$ cat src/rtl/video_frame_bank.sv
// video_frame_bank: double-buffered, upscaled frame store filled serially and read in raster order (VIDEO_REPEAT_COUNT_EN adds repeat_count)
module video_frame_bank #(
  parameter int SCREEN_WIDTH  = 32,
  parameter int SCREEN_HEIGHT = 24,
  parameter int SCALE         = 4,
  parameter int BPP           = 1
) (
  input  logic           CLK_40,
  input  logic           reset_n,
  input  logic           video_bank_we,
  input  logic           SPI_clk_en,
  input  logic           MISO,
  input  logic           read_pixel_clk_en,
  output logic [BPP-1:0] pixel_data_out,
  output logic           frame_end,
  output logic           bank_sel,
  output logic           write_full,
`ifdef VIDEO_REPEAT_COUNT_EN
  output logic [15:0]    repeat_count,
`endif
  output logic           overrun
);
  localparam int X_WIDTH  = SCREEN_WIDTH / SCALE;
  localparam int Y_HEIGHT = SCREEN_HEIGHT / SCALE;
  localparam int DEPTH    = X_WIDTH * Y_HEIGHT;
  localparam int AW       = DEPTH > 1 ? $clog2(DEPTH) : 1;
  localparam int XW       = SCREEN_WIDTH > 1 ? $clog2(SCREEN_WIDTH) : 1;
  localparam int YW       = SCREEN_HEIGHT > 1 ? $clog2(SCREEN_HEIGHT) : 1;
  localparam int CW       = BPP > 1 ? $clog2(BPP) : 1;
  localparam logic [0:0] FILL = 1'b0;
  localparam logic [0:0] FULL = 1'b1;

  logic [BPP-1:0] mem [2][DEPTH];
  logic [0:0]     state_q, state_d;
  logic           bank_q, bank_d;
  logic [AW-1:0]  wr_addr_q, wr_addr_d;
  logic [BPP-1:0] sr_q, sr_d;
  logic [CW-1:0]  cnt_q, cnt_d;
  logic [XW-1:0]  x_q, x_d;
  logic [YW-1:0]  y_q, y_d;
  logic [BPP-1:0] pix_q, pix_d;
  logic           fe_q, fe_d;
  logic           ov_q, ov_d;
  logic           strobe, done, fill_wr, last_wr, swap, x_last, y_last;
  logic [BPP-1:0] pix_in;
  logic [AW-1:0]  raddr;

  assign pixel_data_out = pix_q;
  assign frame_end      = fe_q;
  assign bank_sel       = bank_q;
  assign write_full     = state_q == FULL;
  assign overrun        = ov_q;

  // Serial assembly, fill/full handshake with the bank swap, and raster read-out
  always_comb begin
    strobe    = video_bank_we && SPI_clk_en;
    pix_in    = BPP'({sr_q, MISO});
    done      = strobe && cnt_q == CW'(BPP - 1);
    fill_wr   = done && state_q == FILL;
    last_wr   = fill_wr && wr_addr_q == AW'(DEPTH - 1);
    swap      = fe_q && (state_q == FULL || last_wr);
    sr_d      = strobe ? pix_in : sr_q;
    cnt_d     = strobe ? (done ? '0 : cnt_q + CW'(1)) : cnt_q;
    ov_d      = done && state_q == FULL;
    bank_d    = swap ? ~bank_q : bank_q;
    state_d   = swap ? FILL : last_wr ? FULL : state_q;
    wr_addr_d = swap ? '0 : (fill_wr && !last_wr) ? wr_addr_q + AW'(1) : wr_addr_q;
    x_last    = x_q == XW'(SCREEN_WIDTH - 1);
    y_last    = y_q == YW'(SCREEN_HEIGHT - 1);
    raddr     = AW'((int'(y_q) / SCALE) * X_WIDTH + int'(x_q) / SCALE);
    x_d       = read_pixel_clk_en ? (x_last ? '0 : x_q + XW'(1)) : x_q;
    y_d       = (read_pixel_clk_en && x_last) ? (y_last ? '0 : y_q + YW'(1)) : y_q;
    pix_d     = read_pixel_clk_en ? mem[bank_q][raddr] : pix_q;
    fe_d      = read_pixel_clk_en && x_last && y_last;
  end

  // Control and datapath registers; storage is deliberately left out of reset
  always_ff @(posedge CLK_40 or negedge reset_n) begin
    if (!reset_n) begin
      state_q   <= FILL;
      bank_q    <= 1'b0;
      wr_addr_q <= '0;
      sr_q      <= '0;
      cnt_q     <= '0;
      x_q       <= '0;
      y_q       <= '0;
      pix_q     <= '0;
      fe_q      <= 1'b0;
      ov_q      <= 1'b0;
    end else begin
      state_q   <= state_d;
      bank_q    <= bank_d;
      wr_addr_q <= wr_addr_d;
      sr_q      <= sr_d;
      cnt_q     <= cnt_d;
      x_q       <= x_d;
      y_q       <= y_d;
      pix_q     <= pix_d;
      fe_q      <= fe_d;
      ov_q      <= ov_d;
    end
  end

  // Completed pixels land in the bank not being displayed
  always_ff @(posedge CLK_40) begin
    if (fill_wr) mem[~bank_q][wr_addr_q] <= pix_in;
  end

`ifdef VIDEO_REPEAT_COUNT_EN
  logic [15:0] rep_q, rep_d;

  assign repeat_count = rep_q;

  // Count frames shown again because no new frame was ready, saturating
  always_comb begin
    rep_d = (fe_q && !swap && rep_q != 16'hFFFF) ? rep_q + 16'd1 : rep_q;
  end

  // Repeat counter register
  always_ff @(posedge CLK_40 or negedge reset_n) begin
    if (!reset_n) rep_q <= '0;
    else rep_q <= rep_d;
  end
`endif
endmodule
$ cat config.mk
export PLATFORM = sky130hd
export DESIGN_NAME = video_frame_bank
export DESIGN_NICKNAME = d
export VERILOG_FILES = /design/src/rtl/video_frame_bank.sv
export SDC_FILE = /design/constraint.sdc
export NUM_CORES = 1
export LEC_CHECK = 0
export ABC_CLOCK_PERIOD_IN_PS = 3030
export CORE_MARGIN = 2
export CORE_UTILIZATION = 30
export CTS_CLUSTER_DIAMETER = 60
export DETAILED_ROUTE_END_ITERATION = 6
export DONT_BUFFER_PORTS = 1
export MAX_ROUTING_LAYER = met4
export PLACE_DENSITY = 0.5
export SYNTH_ARGS = -nofsm -noshare
export SYNTH_HDL_FRONTEND = slang
export SYNTH_SLANG_ARGS = --single-unit
$ cat constraint.sdc
create_clock -name CLK_40 -period 3.03 [get_ports CLK_40]
set_input_delay 0.606 -clock CLK_40 [delete_from_list [all_inputs] [get_ports CLK_40]]
set_output_delay 0.606 -clock CLK_40 [all_outputs]
set_load 0.03 [all_outputs]
; After elaboration in Yosys (flattened, before gate mapping)
; Memories as Yosys holds them, arrays and structs flattened.
; Index checks and enable logic that the tools add are counted.
[classes]
reduce_logical = 14
n_bitwise = 5
n_addsub = 5
n_lt_le_gt_ge = 3
n_mux = 14
eq_ne = 3
[op_table]
columns = operator, n
row1 = 48-bit two-way mux, 1
row2 = "7-bit >= comparator, second input constant", 2
row3 = 6-bit NOT with 7-bit output, 2
row4 = 6-bit two-way mux, 2
row5 = "5-bit by 1-bit adder with 5-bit output, second input constant", 2
row6 = "5-bit equality test, second input constant", 2
row7 = 1-bit logical AND, 10
row8 = 5-bit two-way mux, 2
row9 = "7-bit by 1-bit less-than comparator with 1-bit output, second input constant", 1
row10 = 1-bit two-way mux, 7
row11 = "6-bit by 1-bit adder with 6-bit output, second input constant", 1
row12 = 6-bit by 3-bit adder with 6-bit output, 1
row13 = 1-bit binary-select mux with 6-bit select, 1
row14 = 1-bit demux with 6-bit select, 1
row15 = "6-bit equality test, second input constant", 1
row16 = 2-bit nonzero test, 2
row17 = 1-bit NOT, 3
row18 = "1-bit adder, second input constant", 1
row19 = 1-bit zero test, 1
row20 = 1-bit logical OR, 1
[word_totals]
reg_bits = 22
output_inout_bits = 5
elab_cells = 54
mem_bits_rw = 96
memories = 1
[mem_list]
columns = memory, depth, word_bits, read_ports, rd_clocked_by_memory_dff, write_ports, line
row1 = mem, 2, 48, 1, 0, 1, 33  ; logic [BPP-1:0] mem [2][DEPTH];

; Depth between registers and ports, before layout
; Gate-level depths: netlist of run 1.
[depth]
word_depth = 8
ltp_mapped = 8

; Least setup slack after synthesis of run 1
; Ideal clock, no wire load.
[synth_timing]
kind = register -> register
start = reg bank_q (netlist: bank_sel)
end = reg pix_q (netlist: pixel_data_out)
setup_slack_ns = 0.978
synth_period_minus_slack_ns = 2.052
arrival_time_ns = 1.901
setup_time_ns = 0.151
required_time_ns = 2.879
path_stages_with_launch = 9
path_buffers = 3
path_cell_list = dfrtp_1 -> buf_6 -> buf_12 -> buf_12 -> mux4_2 -> nor2_1 -> a211oi_1 -> o32ai_2 -> a41oi_1
[synth_via]
elab_chain_cells = 4
[synth_rtl]
columns = element, line
row1 = start: declaration, 35  ; logic bank_q, bank_d;
row2 = start signal: assignment, 92  ; bank_q <= bank_d;
row3 = memory read 2 x 48 bit, n/a
row4 = 1-bit binary-select mux with 6-bit select, 73  ; pix_d = read_pixel_clk_en ? mem[bank_q][raddr] : pix_q;
row5 = 1-bit two-way mux (not written as such) (2 in series), 73
row6 = end signal: assignment, 98  ; pix_q <= pix_d;
row7 = end: declaration, 41  ; logic [BPP-1:0] pix_q, pix_d;
; Every way passes these cells. The select of a mux whose other input is x is not followed.
; A chain may end at the register's enable or synchronous reset.

; Worst setup path in the final report of run 1
[layout_timing]
start = reg x_q[2]
end = reg pix_q (netlist: pixel_data_out)
[layout_via]
elab_chain_cells = 5
[layout_rtl]
columns = element, line
row1 = start: declaration, 39  ; logic [XW-1:0] x_q, x_d;
row2 = start signal: assignment, 85  ; x_q <= '0;
row3 = start signal: assignment, 96  ; x_q <= x_d;
row4 = 6-bit by 3-bit adder with 6-bit output, 70  ; raddr = AW'((int'(y_q) / SCALE) * X_WIDTH + int'(x_q) / SCALE);
row5 = 6-bit NOT with 7-bit output (not written as such), 73
row6 = 1-bit binary-select mux with 6-bit select, 73
row7 = 1-bit two-way mux (not written as such) (2 in series), 73
; Every way passes these cells. The select of a mux whose other input is x is not followed.

==> out/qor.txt, run 1 <==
Status -> finished clean
Resize count post-CTS -> 0
Largest net degree at the start of global routing -> 97
Total power -> 4.95 mW
Clock-pin slew on the worst setup and hold paths -> 0.05 ns
Worst slew pin tran -> 1.16 ns
Design Area, Final -> 0.00618 mm²
Vias in the first global route -> 3224
Core outline area -> 0.0178 mm²
CTS Sinks -> 118
CTS tree -> done
Global-route wire length before repair -> 18.0 mm
Final nets -> 413
Setup violations, final -> 0
Synthesis Warnings -> 0
Reg2reg start -> x_q[2]
Die area -> 0.0191 mm²
H-tree depth -> 4
Initial Utilization -> 30.4%
RSZ-0062 raised after global routing -> false
Ys async rst share -> 18.6%
R2R Setup Slk -> 0.60 ns
TNS Setup -> 0 ns
Multi-input combinational cell area -> 0.00180 mm²
Crit path to -> pixel_data_out
Total grt overflow -> 0
Worst setup margin -> 0.601 ns
Synth Instances -> 403
CTS Buf Count -> 17
Max Transition Viols Final -> 0
TritonRoute pass-1 iters -> 4
Sequential-to-total area share from yosys stat -> 63.6%
DRT Wirelength -> 11.3 mm
Initial antenna violation count -> 0
Syn-to-layout area delta -> 14.4%
Final hold viol count -> 0
Clock Skews -> 0.00663 ns
Buffer levels on the longest clock path -> 2
# rows -> 49
Placed instance count -> 612
Port bufs -> 0
Crit path launch -> x_q[2]
Synth Area per Inst -> 13.4 µm²
GRT Util Overall -> 12.8%
Vias/cell -> 4.93
P_leak -> 2.03 nW
EDFF count, synth -> 96
Diodes inserted -> 0
# DRC -> 0
Vias -> 3177
RR Endpoint -> pixel_data_out
Power density cells -> 802 mW/mm²
Post-synthesis cell area -> 0.00540 mm²
Final GP Congestion -> 0.692
Iter 0 DRT Violations -> 189
Drt wl/cell -> 17.5 µm
CP endpoint kind -> flip-flop
Minimum clock period -> 2.43 ns
Worst EP arrival -> 2.74 ns
Die Y -> 138 µm
Worst-skew pair later-pin latency -> 0.41 ns
Die Wd -> 138 µm
Top_reg_cell synth -> edfxtp_1
Maximum vdd drop -> 0.000314 V
Finished Layout Cells -> 645
Io pins -> 11
Crit path kind -> reg2reg
Critical Path Start Type -> flip-flop
Crit Path Max Fanout -> 27
Placed cell area -> 0.00557 mm²
Seq cells post-synth -> 118
Distinct cells, synth -> 47
WP data required -> 3.35 ns
Clock tree root driver cell -> clkbuf_16
Total of max-cap violations -> 0
Worst slack at placement -> 0.585 ns
Share of cells above drive strength 1 -> 12.3%
FMAX -> 412 MHz
Reg2Reg Depth -> 6
HP Class -> in2reg
Fillcell total -> 1737
HPWL after detailed placement -> 6.93 mm
Register area -> 0.00343 mm²
Rel. slew slack -> 22.5%
Final ANT Viol Nets -> 0
Syn nets -> 413
Period utilization -> 80.2%
## worst min-delay path by stage
stage	slack, ns	to	from	cells past startpoint
after floorplan	0.31	bank_sel	reset_n	0
after global placement	0.31	x_q[1]	reset_n	0
after detailed placement	0.31	x_q[0]	reset_n	0
after CTS	0.28	x_q[0]	read_pixel_clk_en	1
after global routing	0.29	mem[0][13]	MISO	0
final	0.30	x_q[0]	read_pixel_clk_en	1
## registers in the layout, summed over array words and instances, names as in the netlist
register	count
bank_sel	1
cnt_q	1
frame_end	1
mem	96
overrun	1
pixel_data_out	1
wr_addr_q	6
write_full	1
x_q	5
y_q	5
## cell usage in the layout (no fill, tap or decap), drive strengths merged, types with 2 or more instances in the layout
master / synthesis / layout
ha: 4 / 4
o21ai: 8 / 8
a211oi: 3 / 3
edfxtp: 96 / 96
xnor2: 3 / 3
buf: 10 / 6
nor2b: 10 / 10
mux4: 21 / 21
nor3b: 2 / 2
bufinv: 0 / 4
xor2: 3 / 3
nor2: 115 / 115
a41oi: 2 / 2
mux2i: 11 / 11
a211o: 2 / 2
mux2: 5 / 5
o32ai: 2 / 2
a21oi: 2 / 2
and3: 2 / 2
and2: 2 / 2
inv: 2 / 2
a31oi: 2 / 2
clkinv: 0 / 8
nand4: 3 / 3
nand2: 18 / 18
dfrtp: 22 / 22
or3: 2 / 2
nand2b: 3 / 3
and2b: 2 / 2
nand3b: 6 / 6
nand3: 12 / 12
or3b: 2 / 2
clkbuf: 16 / 20
## metal layers
layer	GRT usage (%)	vias to the layer above	wire (µm)
met1	15.1	1653	4920
li1	-	1478	-
met5	-	-	0
met4	4.35	0	170
met2	21.5	34	5930
met3	3.01	12	242
## metrics by stage
stage,utilization (%),hold slack [ns]
after detailed placement,31.3,0.311
final,34.7,0.297
after global routing,34.7,0.288
after floorplan,-,0.310
after global placement,31.3,0.311
after CTS,34.7,0.282
## power breakdown
| part | switching [mW] | internal (mW) |
|---|---|---|
| combinational | 0.465 | 0.323 |
| clock | 0.673 | 1.36 |
| sequential | 0.286 | 1.85 |
| total | 1.42 | 3.53 |
## cell usage after synthesis (2+ instances only)
master	number	share of area, %
a211o_1	2	0.32
a211oi_1	3	0.42
a21oi_1	2	0.19
a31oi_1	2	0.23
a41oi_1	2	0.32
and2_1	2	0.23
and2b_1	2	0.28
and3_1	2	0.23
buf_12	2	0.74
buf_2	5	0.46
clkbuf_1	16	1.1
dfrtp_1	22	10
edfxtp_1	96	53
ha_1	4	0.93
inv_1	2	0.14
mux2_2	5	1.0
mux2i_1	11	2.0
mux4_1	10	4.9
mux4_2	11	4.6
nand2_1	18	1.3
nand2b_1	3	0.35
nand3_1	12	1.1
nand3b_1	6	0.83
nand4_1	3	0.35
nor2_1	115	8.0
nor2b_1	10	1.2
nor3b_1	2	0.28
o21ai_0	8	0.74
or3_1	2	0.23
or3b_2	2	0.32
xnor2_1	3	0.49
xor2_1	3	0.49
## what timing repair did
action	CTS	global route
hold endpoints to repair	22	0
hold buffers	1	0
setup buffers	0	0
## cells by family after synthesis
group	after synthesis	synth area share [%]
adder cells (fa/ha/maj)	4	0.927
buffers and inverters	28	3.08
multiplexers	37	12.5
XOR/XNOR	6	0.974
AND/OR/NAND/NOR	183	15.2
flip-flops	118	63.6
AO/OA/AOI/OAI	27	3.64
## final cells by class
| class | count | area share [%] |
|---|---|---|
| repair buffers | 7 | 0.891 |
| flip-flops and latches | 118 | 55.6 |
| inverters | 2 | 0.122 |
| clock buffers | 20 | 7.07 |
| clock inverters | 12 | 2.57 |
| multi-input cells | 257 | 29.1 |
| well taps | 229 | 4.64 |
## worst max-delay path: stages (launching register included)
cell	delay (ns)
dfrtp_1	1.10
buf_4	0.28
nor2_1	0.05
a211o_1	0.29
o32ai_1	0.29
o32ai_2	0.12
a41oi_1	0.20
Power figures use the tool's default switching activity.
==> run 2: changes to the inputs <==
--- a/config.mk
+++ b/config.mk
@@ -5,14 +5,14 @@
 export SDC_FILE = /design/constraint.sdc
 export NUM_CORES = 1
 export LEC_CHECK = 0
-export ABC_CLOCK_PERIOD_IN_PS = 3030
+export ABC_CLOCK_PERIOD_IN_PS = 1950
 export CORE_MARGIN = 2
 export CORE_UTILIZATION = 30
 export CTS_CLUSTER_DIAMETER = 60
 export DETAILED_ROUTE_END_ITERATION = 6
 export DONT_BUFFER_PORTS = 1
 export MAX_ROUTING_LAYER = met4
-export PLACE_DENSITY = 0.5
+export PLACE_DENSITY = 0.51
 export SYNTH_ARGS = -nofsm -noshare
 export SYNTH_HDL_FRONTEND = slang
 export SYNTH_SLANG_ARGS = --single-unit
==> constraint.sdc (replaced) <==
create_clock -name CLK_40 -period 1.95 [get_ports CLK_40]
set_input_delay 0.39 -clock CLK_40 [delete_from_list [all_inputs] [get_ports CLK_40]]
set_output_delay 0.39 -clock CLK_40 [all_outputs]
set_load 0.03 [all_outputs]
==> run 2 against run 1 <==
The run now ends with negative setup slack left. First-iteration DRC count grew 32%. Clock power grew 68%. Non-clock buffer count grew 19. Sequential power grew 47%. Setup slack lost 0.61 ns. Total power grew 64%.
==> out/qor.txt, run 2 (synthesis results as in run 1) <==
Status -> complete, but fails checks (was finished clean)
Failing checks -> negative setup slack
Crit path to -> pixel_data_out (unchanged)
CP Depth -> 7 (was 6)
HPWL after detailed placement -> 7.33 mm (was 6.93 mm)
Largest Register -> mem (unchanged)
FMAX -> 509 MHz (was 412 MHz)
CTS Buf Count -> 17 (unchanged)
TritonRoute pass-1 iters -> 4 (unchanged)
Core outline area -> 0.0178 mm² (unchanged)
Power density cells -> 1260 mW/mm² (was 802 mW/mm²)
Largest regs -> mem x96, wr_addr_q x6 (unchanged)
HP Class -> in2reg (unchanged)
Slowest CP cell -> mux4_2 (was dfrtp_1)
Diodes inserted -> 0 (unchanged)
# DRC -> 0 (unchanged)
Global-route wire length before repair -> 18.3 mm (was 18.0 mm)
CP bufs+invs -> 2 (was 1)
Maximum vdd drop -> 0.000793 V (was 0.000314 V)
WP data required -> 2.23 ns (was 3.35 ns)
Worst-skew pair later-pin latency -> 0.42 ns (was 0.41 ns)
Crit path launch -> bank_sel (was x_q[2])
Setup violations, final -> 1 (was 0)
Total grt overflow -> 0 (unchanged)
Total power -> 8.15 mW (was 4.95 mW)
Initial Utilization -> 30.4% (unchanged)
# rows -> 49 (unchanged)
Worst slack at placement -> -0.0844 ns (was 0.585 ns)
Drt wl/cell -> 17.6 µm (was 17.5 µm)
P_leak -> 2.17 nW (was 2.03 nW)
Worst slew pin tran -> 0.584 ns (was 1.16 ns)
RSZ-0062 raised after global routing -> true (was false)
Reg2reg start -> bank_sel (was x_q[2])
Buffer levels on the longest clock path -> 2 (unchanged)
Port bufs -> 0 (unchanged)
Final ANT Viol Nets -> 0 (unchanged)
Max reg flops -> 96 (unchanged)
Minimum clock period -> 1.96 ns (was 2.43 ns)
Io pins -> 11 (unchanged)
Vias/cell -> 4.90 (was 4.93)
Placed instance count -> 627 (was 612)
Placed cell area -> 0.00571 mm² (was 0.00557 mm²)
GRT Util Overall -> 13.1% (was 12.8%)
Syn-to-layout area delta -> 20.2% (was 14.4%)
CP endpoint kind -> flip-flop (unchanged)
Worst setup margin -> -0.0136 ns (was 0.601 ns)
Die Y -> 138 µm (unchanged)
Vias -> 3252 (was 3177)
DRT Wirelength -> 11.7 mm (was 11.3 mm)
Clock tree root driver cell -> clkbuf_16 (unchanged)
Most frequent cells in the layout -> nor2_1, edfxtp_1, dfrtp_1 (unchanged)
RR Endpoint -> pixel_data_out (unchanged)
Reg2Reg Depth -> 7 (was 6)
Crit path cell chain -> buf_12 > bufbuf_16 > mux4_2 > mux2i_1 > nand2_1 > nand4_1 > a41oi_2 (was buf_4 > nor2_1 > a211o_1 > o32ai_1 > o32ai_2 > a41oi_1)
CP top delay family -> multiplexers (was flip-flops)
Final hold viol count -> 0 (unchanged)
H-tree depth -> 4 (unchanged)
Vias in the first global route -> 3222 (was 3224)
Total of max-cap violations -> 0 (unchanged)
Crit Path Max Fanout -> 10 (was 27)
Final GP Congestion -> 0.748 (was 0.692)
Most common cell after layout, fill and taps aside -> nor2_1 (unchanged)
Die area -> 0.0191 mm² (unchanged)
Worst EP arrival -> 2.24 ns (was 2.74 ns)
Clock Skews -> 0.00666 ns (was 0.00663 ns)
Crit path kind -> reg2reg (unchanged)
Period utilization -> 101% (was 80.2%)
Clock-pin slew on the worst setup and hold paths -> 0.05 ns (about the same)
Iter 0 DRT Violations -> 250 (was 189)
Die Wd -> 138 µm (unchanged)
TNS Setup -> -0.0136 ns (was 0 ns)
Design Area, Final -> 0.00649 mm² (was 0.00618 mm²)
R2R Setup Slk -> -0.01 ns (was 0.60 ns)
Largest net degree at the start of global routing -> 97 (unchanged)
CTS tree -> done (unchanged)
Fillcell total -> 1701 (was 1737)
Share of cells above drive strength 1 -> 19.1% (was 12.3%)
Rel. slew slack -> 61.1% (was 22.5%)
Finished Layout Cells -> 663 (was 645)
Initial antenna violation count -> 0 (unchanged)
Fin Hold WS -> 0.0686 ns (was 0.297 ns)
CTS Sinks -> 118 (unchanged)
Final nets -> 432 (was 413)
Max Transition Viols Final -> 0 (unchanged)
Critical Path Start Type -> flip-flop (unchanged)
CP peak stage delay -> 0.48 ns (was 1.10 ns)
Layout Utilization -> 36.5% (was 34.7%)
-- run 2: report_power, final --
| part | internal [mW] | total, mW | switching [mW] |
|---|---|---|---|
| sequential | 2.88 | 3.14 | 0.262 |
| clock | 2.37 | 3.42 | 1.05 |
| combinational | 0.638 | 1.58 | 0.945 |
| total | 5.89 | 8.15 | 2.26 |
-- run 2: area by class of cell --
type | count | area, µm² | share of cell area, %
Timing Repair Buffer | 26 | 284 | 4.38
Sequential cell | 118 | 3440 | 52.9
Clock buffer | 20 | 437 | 6.73
Inverter | 2 | 7.51 | 0.116
Tap cell | 229 | 287 | 4.41
Clock inverter | 11 | 205 | 3.16
Multi-Input combinational cell | 257 | 1830 | 28.3
-- run 2: routing by layer --
layer	share of wire, %	track usage [%]	vias to the layer above
li1	-	-	1521
met1	43	15.2	1664
met2	51	21.8	52
met3	3.9	3.12	15
met4	1.7	5.64	0
met5	0	-	-
-- run 2: repair_timing --
action | 4_1_cts | 5_1_grt
hold buffers | 2 | 0
gates resized for setup | 8 | 8
hold endpoints to repair | 22 | 0
setup endpoints to repair | 5 | 24
cloned | 1 | 0
setup buffers | 1 | 1
pin swaps | 1 | 2
-- run 2: worst reg2reg max path, cell delays in order, from the launching register on --
cell       delay (ns)
dfrtp_2          0.37
buf_12           0.15
bufbuf_16        0.28
mux4_2           0.48
mux2i_1          0.17
nand2_1          0.08
nand4_1          0.15
a41oi_2          0.13
-- run 2: worst min path at each step --
| stage | startpoint | end | depth (start not counted) |
|---|---|---|---|
| 3_5_place_dp | reset_n | x_q[3] | 0 |
| 3_3_place_gp | reset_n | x_q[0] | 0 |
| 2_1_floorplan | reset_n | bank_sel | 0 |
| 5_1_grt | MISO | mem[1][1] | 0 |
| 6_report | read_pixel_clk_en | x_q[0] | 1 |
| 4_1_cts | read_pixel_clk_en | x_q[0] | 1 |
